<file path="src/rtl/multichannel_shift_register.sv">
// Multi-channel tapped shift register: CHANNELS lanes of SIZE taps shifting in lockstep.
// Optional synchronous clear port is enabled by defining SR_CLEAR_EN.
module multichannel_shift_register #(
  parameter int SIZE       = 3,
  parameter int DATA_WIDTH = 16,
  parameter int CHANNELS   = 1,
  localparam int CW        = $clog2(SIZE + 1)
) (
  input  logic                                 clock,
  input  logic                                 reset,
  input  logic                                 shift_en,
  input  logic [CHANNELS*DATA_WIDTH-1:0]       shift_in,
`ifdef SR_CLEAR_EN
  input  logic                                 clear,
`endif
  output logic [CHANNELS*DATA_WIDTH-1:0]       shift_out,
  output logic                                 out_valid,
  output logic [CHANNELS*SIZE*DATA_WIDTH-1:0]  data_out,
  output logic [CW-1:0]                        fill_count,
  output logic                                 full
);

  localparam logic [CW-1:0] FULL_CNT = CW'(SIZE);

  logic [CHANNELS*SIZE*DATA_WIDTH-1:0] taps;

  assign data_out = taps;
  assign full     = (fill_count == FULL_CNT);

  always_ff @(posedge clock or posedge reset) begin
    if (reset) begin
      taps       <= '0;
      shift_out  <= '0;
      out_valid  <= 1'b0;
      fill_count <= '0;
    end
`ifdef SR_CLEAR_EN
    // clear wins over shift_en: the incoming sample is dropped
    else if (clear) begin
      taps       <= '0;
      shift_out  <= '0;
      out_valid  <= 1'b0;
      fill_count <= '0;
    end
`endif
    else begin
      out_valid <= 1'b0;
      if (shift_en) begin
        out_valid <= full;
        if (!full) fill_count <= fill_count + 1'b1;
        for (int c = 0; c < CHANNELS; c++) begin
          shift_out[c*DATA_WIDTH +: DATA_WIDTH] <= taps[(c*SIZE + SIZE - 1)*DATA_WIDTH +: DATA_WIDTH];
          taps[(c*SIZE)*DATA_WIDTH +: DATA_WIDTH] <= shift_in[c*DATA_WIDTH +: DATA_WIDTH];
          for (int i = 1; i < SIZE; i++) begin
            taps[(c*SIZE + i)*DATA_WIDTH +: DATA_WIDTH] <= taps[(c*SIZE + i - 1)*DATA_WIDTH +: DATA_WIDTH];
          end
        end
      end
    end
  end

endmodule
</file>
<file path="config.mk">
export PLATFORM = sky130hd
export DESIGN_NAME = multichannel_shift_register
export DESIGN_NICKNAME = d
export VERILOG_FILES = /design/src/rtl/multichannel_shift_register.sv
export SDC_FILE = /design/constraint.sdc
export NUM_CORES = 1
export LEC_CHECK = 0
export ABC_AREA = 0
export CAP_MARGIN = 20
export CORE_AREA = 3 3 62 108
export CTS_CLUSTER_DIAMETER = 30
export DETAILED_ROUTE_END_ITERATION = 10
export DIE_AREA = 0 0 65 111
export PLACE_DENSITY = 0.84
export SLEW_MARGIN = 10
export SYNTH_ARGS = -nofsm -noshare
export SYNTH_HDL_FRONTEND = slang
export SYNTH_SLANG_ARGS = --single-unit
</file>
<file path="constraint.sdc">
create_clock -name clock -period 2.15 [get_ports clock]
set_input_delay 0.3225 -clock clock [delete_from_list [all_inputs] [get_ports clock]]
set_output_delay 0.3225 -clock clock [all_outputs]
set_load 0.03 [all_outputs]
</file>
==> impl_metrics.py <==
metrics = {
    "clocking": {
        "cts.sinks": 67,
        "root_buffer": "clkbuf_8",
        "clk_latency_ps": 330,
        "cts_resized": 0,
        "cts.path.max_buffers": 2,
        "cts_max_level": 3,
        "clk_pin_slew_ps": 70,
        "cts_tree": "yes",
        "numCtsBuffers": 9,
        "postCtsSetupBuffers": 0,
        "postCtsHoldBufs": 0,
    },
    "final_layout": {
        "final_common_cell": "clkdlybuf4s50_1",
        "antenna_cells": 0,
        "drive_gt1_share_pct": 34.7,
        "nFillCells": 428,
        "synthToLayoutAreaGrowth_pct": 42.0,
        "mostFrequentLayoutCells": "clkdlybuf4s50_1, dfrtp_1, mux2_4",
        "design_area_mm2": 0.00384,
        "nets": 257,
        "fin_cells": 320,
    },
    "routing": {
        "wire_per_inst_um": 16.2,
        "drtAntennaViolNets": 0,
        "drcViolationCount": 0,
        "first_pass_iters": 3,
        "viasPerCell": 4.66,
        "wirelength_um": 5180,
        "vias": 1490,
        "drt_iter0_drc": 53,
    },
    "timing": {
        "max_slew.worst_pin.slew_ps": 385,
        "finalClockSkew_ps": 5.53,
        "hold_viol_final": 0,
        "fmax_mhz": 520,
        "setup_violations": 0,
        "slew_violations": 0,
        "setup_tns_ps": 0,
        "grt_setup_unrepaired": "false",
        "period_minus_slack_ps": 1920,
        "finalCritPeriodShare_pct": 89.5,
        "slew_headroom_pct": 74.4,
        "setup_slack_ps": 226,
    },
    "setup_path": {
        "cp_max_fo": 3,
        "path_cells": "ha_1 -> clkdlybuf4s50_1",
        "end_kind": "output pin",
        "cp_top_family": "buffers and inverters",
        "setup.worst_path.class": "reg -> out",
        "cp.required_ps": 1830,
        "cp-start-kind": "flop",
        "arrival_ps": 1600,
        "cpMaxStageDelayCell": "clkdlybuf4s50_1",
        "cpPeakStageDelay_ps": 690,
        "cp_num_buf_inv": 1,
    },
    "floorplan": {
        "rows": 37,
        "pin_count": 87,
        "core_mm2": 0.00588,
        "initial_core_util_pct": 46.0,
        "die_w_um": 65,
        "die-area_mm2": 0.00722,
        "die_y_um": 111,
    },
    "status": {
        "status": "completed",
    },
    "power_and_ir_drop": {
        "finalPower_mw": 4.13,
        "p_per_area_mw_per_mm2": 1080,
        "leakage_nw": 1.74,
        "peakVddDrop_v": 0.000902,
    },
    "global_route": {
        "grt_overflow": 0,
        "grt_max_degree": 68,
        "grt_usage_pct": 15.7,
        "grt_pass1_vias": 1651,
        "antenna_found_initial": 0,
        "grt_first_pass_wirelength_um": 8430,
    },
    "min_path": {
        "min_path_type": "in -> async",
    },
    "place": {
        "dp_hpwl_um": 3610,
        "place_area_mm2": 0.00365,
        "io_buffers": 86,
        "placed_cells": 304,
        "gp_congestion": 0.708,
        "post-place-ws_ps": 575,
    },
    "yosys": {
        "yosysWarnings": 0,
        "ys_ff_latch": 67,
        "syn_nets": 164,
        "synthDistinctLibCells": 10,
        "synth_area_mm2": 0.00270,
        "syn_area_per_cell_um2": 18.8,
        "synth_seq_area_share_pct": 62.0,
        "synthCells": 144,
    },
    "run": {
        "max_cap_violations": 0,
    },
}
-- state kept, by name, indices dropped and copies added (netlist names) --
| signal | count |
|---|---|
| out_valid | 1 |
| fill_count | 2 |
| data_out | 48 |
| shift_out | 16 |
-- Yosys cell counts (all sizes together) --
master,n,area (um^2)
mux2,65,916
ha,1,12.5
nand2b,1,6.26
xnor2,1,8.76
dfrtp,67,1680
buf,7,72.6
and2,1,6.26
inv,1,3.75
-- through the flow --
step	hold WS [ps]	utilization, %
floorplan	471	-
global placement	488	62.0
detailed placement	493	62.0
CTS	386	65.3
global route	396	65.3
finish	385	65.3
-- report_power, final --
part	leakage [nW]	internal [mW]	switching, mW	total, mW
logic	0.849	0.746	0.746	1.49
registers	0.789	1.50	0.175	1.67
clock network	0.0997	0.544	0.426	0.970
total	1.74	2.79	1.35	4.13
-- layout make-up --
type	instances	area [um^2]	share of cell area, %
sequential	67	1680	43.7
inverter	1	3.75	0.0978
clock buffer	15	186	4.86
tap	78	97.6	2.54
clock inverter	1	5.00	0.130
timing repair buffer	89	918	23.9
multi-input combinational	69	950	24.7
-- cells by family (layout without fill, tap and decap cells) --
logic type | count (synthesis) | count (layout) | share of synthesized area, %
AND/OR/NAND/NOR | 2 | 2 | 0.463
flip-flops | 67 | 67 | 62.0
multiplexers | 65 | 65 | 33.9
XOR/XNOR | 1 | 1 | 0.324
buffers and inverters | 8 | 106 | 2.82
adder cells (fa/ha/maj) | 1 | 1 | 0.463
-- final timing paths --
kind                                           startpoint                         to  slack, ps  cells past startpoint
worst max register to register  fill_count[0]$_DFFE_PP0P_  fill_count[1]$_DFFE_PP0P_        930                      3
min in group clock                               shift_en    data_out[2]$_DFFE_PP0P_        490                      2
max in group asynchronous                           reset   data_out[30]$_DFFE_PP0P_       1490                      3
worst min-delay path                                reset   shift_out[2]$_DFFE_PP0P_        380                      3
worst max-delay path            fill_count[0]$_DFFE_PP0P_                       full        230                      2
worst min register to register  shift_out[14]$_DFFE_PP0P_  shift_out[14]$_DFFE_PP0P_        510                      1
-- layer usage --
layer | global-route usage, % | wire length (um) | vias to the layer above
met3 | 6.90 | 377 | 7
met4 | 6.78 | 91 | 0
li1 | - | - | 688
met5 | 0 | 0 | -
met1 | 18.4 | 2110 | 735
met2 | 24.6 | 2610 | 60
-- worst min-delay path: stages --
cell,delay (ps)
clkdlybuf4s50_1,410
inv_2,70
buf_12,310
Power figures use the tool's default switching activity.
==> edit 1 (config.mk and constraints unchanged) <==
Change the parameter `DATA_WIDTH` from 16 to 20.
--- a/src/rtl/multichannel_shift_register.sv
+++ b/src/rtl/multichannel_shift_register.sv
@@ -2,7 +2,7 @@
 // Optional synchronous clear port is enabled by defining SR_CLEAR_EN.
 module multichannel_shift_register #(
   parameter int SIZE       = 3,
-  parameter int DATA_WIDTH = 16,
+  parameter int DATA_WIDTH = 20,
   parameter int CHANNELS   = 1,
   localparam int CW        = $clog2(SIZE + 1)
 ) (
Interface: changed (resized data_out, shift_in and shift_out); port bits go from 87 to 107. No check against the original RTL was run, so the function may have changed too.
==> edit 1 against the original RTL <==
Final cell count is 16% higher; sequential power increased by 22%; wire length grew 13%; sequential share of layout area up 3.3 points; hold slack better by 0.046 ns; cell area is 15% higher; via count rose by 24%; largest power group unchanged; power up 14%; synthesized area increased by 16%; sequential cell count rose by 16; setup slack better by 0.015 ns.
==> edit 1: results (changes against the original RTL) <==
[clock_network]
clk_latency_ns = 0.34
clockBufferDepth = 2  ; unchanged
numCtsBuffers = 9  ; unchanged
cts_resized = 0  ; unchanged
root_buffer = clkbuf_8

[critical_path]
worstSetupStartpointType = flop
critPathMaxStageDelay_ns = 0.68
setup.worst_path.end = full
crit_slowest_cell = clkdlybuf4s50_1
arrival_ns = 1.59
r2r_end = fill_count[1]

[run]
cap_violations = 0  ; unchanged

[drt]
dr_total_vias = 1848  ; +24%
drtIter0Drc = 94  ; +77%
wl_per_cell_um = 15.78  ; -2.6%
dr.pass1.iters = 3  ; unchanged

[layout]
nNetsFinal = 312  ; +21%
layoutNonFillerInstCount = 371  ; +16%
drive_gt1_share_pct = 33.79  ; -0.92 points
n_fill_cell = 399  ; -6.8%
largest_reg_flops = 60  ; +25%

[synth]
synth_nets = 202  ; +23%
synth_cell_types = 8  ; -2
yosys_warnings = 0  ; unchanged
ys_top_cells_by_area = dfrtp_1, mux2_2, buf_6
synthArstFlopShare_pct = 100.0  ; unchanged
syn_area_per_cell_um2 = 17.57  ; -6.4%
synth-xor-area-share_pct = 0.2800  ; -0.044 points
synthTopCellsByCount = dfrtp_1, mux2_2, buf_6
synth.yosys.seq_area_share_pct = 66.40  ; +4.4 points
synth_compound_area_share_pct = 0  ; unchanged
muxShareOfSynthArea_pct = 29.16  ; -4.7 points
synthAdderAreaFrac_pct = 0.4000  ; -0.063 points

[place]
dp.final_hpwl_um = 4078  ; +13%
dpl_cell_area_mm2 = 0.004227  ; +16%
place_inst = 355  ; +17%
place_congestion = 0.7057  ; -0.38%
dp_slack_ns = 0.6039  ; +0.02847 ns
io_buffers = 106  ; +23%

[sta]
whs_ns = 0.4309  ; +0.04600 ns
tightest_slew_ns = 0.4170  ; +0.03232 ns
skew_ns = 0.004946  ; -0.0005840 ns
clock.fmax_ghz = 0.5239  ; +0.78%

[power]
p_leak_nw = 1.846  ; +6.3%
irDropWorstVdd_v = 0.0008159  ; -9.6%

[global_route]
grt_max_degree = 84  ; +24%
grtUsageTotal_pct = 18.10  ; +2.4 points
grt_pass1_vias = 1968  ; +19%
grt_pass1_wl_um = 9763  ; +16%

[outcome]
status = finished, final reports clean

==> edit 1: cell count changes in the layout (fill, tap and decap cells not counted), moves of 16 or more <==
cell             before  now
clkdlybuf4s50_1      85  105
dfrtp_1              67   83
mux2_2               16   81
mux2_4               49    0
==> edit 1: area by class of cell <==
cell class	instances	area, µm²	share of cell area [%]
clock buffers	15	186.4	4.220
flip-flops and latches	83	2077	47.01
well taps	78	97.59	2.209
multi-input cells	85	945.9	21.41
repair buffers	108	1099	24.87
clock inverters	1	5.005	0.1133
inverters	1	7.507	0.1699
==> edit 1: report_power, final <==
group	switching (W)	total [W]	leakage, nW	internal [W]
clock	0.000489	0.00103	0.0997	0.000545
sequential	0.000185	0.00203	0.977	0.00185
combinational	0.000894	0.00167	0.770	0.000772
==> edit 1: per-layer routing <==
layer	share of wire, %	wire [µm]	global-route usage [%]	up-vias
li1	-	-	-	848
met1	36	2109	18.47	917
met2	55	3213	31.46	69
met3	5.7	331	5.375	14
met4	3.4	200	10.73	0
met5	0	0	0	-
==> edit 2 (same flow settings) <==
Made on the original files. Reset style: synchronous (`reset`), changed in one clocked block.
--- a/src/rtl/multichannel_shift_register.sv
+++ b/src/rtl/multichannel_shift_register.sv
@@ -27,7 +27,7 @@
   assign data_out = taps;
   assign full     = (fill_count == FULL_CNT);
 
-  always_ff @(posedge clock or posedge reset) begin
+  always_ff @(posedge clock) begin
     if (reset) begin
       taps       <= '0;
       shift_out  <= '0;
Function: differs if reset is asserted again (counterexample within 4 cycles, from zero or initial values and one cycle with reset high); with reset held inactive, the same outputs for 10 cycles.
==> edit 2 against the original RTL <==
Setup slack got worse by 0.020 ns; sequential cell count did not move; global-route usage decreased by 0.23 points; synthesized cell count up 52%; wire length is 0.12% lower; cell area fell by 9.3%; non-clock buffer count grew 1; synthesized area down 10%; via count up 20%; critical path depth stayed put; hold slack worse by 0.040 ns; largest cell class unchanged.
Power is not compared: it rests on default switching activity, and its combinational part moved more than twofold at a synthesized area within 25%.
==> edit 2: results (changes against the original RTL) <==
[drt]
drtIter0Drc = 66  ; +25%
dr.pass1.iters = 4  ; +1
vias_per_cell = 4.604  ; -1.1%
drt_wl_total_um = 5178  ; -0.12%
wl_per_cell_um = 13.31  ; -18%

[synth]
synth_cell_types = 15  ; +5
synth_nets = 239  ; +46%
synth-xor-area-share_pct = 0  ; -0.32 points
ys_top_cells_by_area = dfxtp_1, mux2i_1, nor2_1
synth.yosys.seq_area_share_pct = 55.40  ; -6.6 points
synthFlopType = dfxtp_1
synthTopCellsByCount = dfxtp_1, nor2_1, mux2i_1
synth_compound_area_share_pct = 0.2067  ; +0.21 points
syn_area_per_cell_um2 = 11.06  ; -41%
muxShareOfSynthArea_pct = 26.93  ; -7.0 points
synthAdderAreaFrac_pct = 0.5168  ; +0.054 points
synthArstFlopShare_pct = 0  ; -100 points

[place]
dp_slack_ns = 0.5644  ; -0.01102 ns
place_congestion = 0.7603  ; +7.3%
place_inst = 373  ; +23%
dp.final_hpwl_um = 3747  ; +3.7%
io_buffers = 86  ; unchanged

[critical_path]
rrSetupSlack_ns = 0.96  ; +0.03 ns
r2r_end = fill_count[0]
rr_startpoint = fill_count[0]
cp_max_fo = 4  ; +1
critPathMaxStageDelay_ns = 0.69  ; about the same
arrival_ns = 1.62  ; +0.02 ns

[hold_path]
hp-class = primary input to flop

[sta]
whs_ns = 0.3449  ; -0.04002 ns
skew_ns = 0.006237  ; +0.0007067 ns
tightest_slew_ns = 0.4064  ; +0.02167 ns

[outcome]
status = finished, final reports clean

[global_route]
grt_pass1_wl_um = 8369  ; -0.74%
grt_pass1_vias = 1698  ; +2.8%
grt_max_degree = 36  ; -47%
grtUsageTotal_pct = 15.44  ; -0.23 points

[layout]
drive_gt1_share_pct = 6.431  ; -28 points
nNetsFinal = 326  ; +27%

-- edit 2: metal layers --
layer | vias to the layer above | global-route usage, % | wire length [µm]
met5 | - | 0 | 0
met4 | 0 | 13.42 | 229
met3 | 16 | 2.535 | 170
met2 | 56 | 24.83 | 2680
met1 | 819 | 16.99 | 2096
li1 | 900 | - | -
-- edit 2: critical path: cells and delay by family (launching register included) --
family / cells / cell delay [ns]
buffers and inverters: 1 / 0.69
flip-flops: 1 / 0.38
adder cells (fa/ha/maj): 1 / 0.23
-- edit 2: stage by stage --
step	area, µm²	utilization [%]
4_1_cts	3481	59.20
3_5_place_dp	3286	55.88
3_3_place_gp	3286	55.88
6_report	3481	59.20
2_1_floorplan	2421	-
5_1_grt	3481	59.20
-- edit 2: kinds of logic (layout without fill, tap and decap cells) --
group / count (synthesis) / in the layout
compound gates: 1 / 1
fa+ha+maj: 1 / 1
simple gates: 71 / 71
mux: 65 / 65
flops: 67 / 67
buf+inv: 14 / 106
-- edit 2: layout make-up --
type	count	area, µm²
clock inverters	4	50.05
flip-flops and latches	67	1341
clock buffers	12	145.1
multi-input cells	138	950.9
repair buffers	90	895.9
fillers	532	2399
well taps	78	97.59
-- edit 2: how the worst max path moves through the flow --
stage	cells past startpoint	from	slack, ns	endpoint
5_1_grt	2	fill_count[0]	0.14	full
4_1_cts	2	fill_count[0]	0.19	full
6_report	2	fill_count[0]	0.21	full
2_1_floorplan	3	fill_count[0]	0.66	fill_count[0]
3_3_place_gp	2	fill_count[0]	0.60	full
3_5_place_dp	2	fill_count[0]	0.56	full
-- edit 2: report_power, final --
group | internal, W | switching [W]
Sequential | 0.00128 | 0.0000293
Clock | 0.000565 | 0.000439
Combinational | 0.000150 | 0.000174
Total | 0.00200 | 0.000641
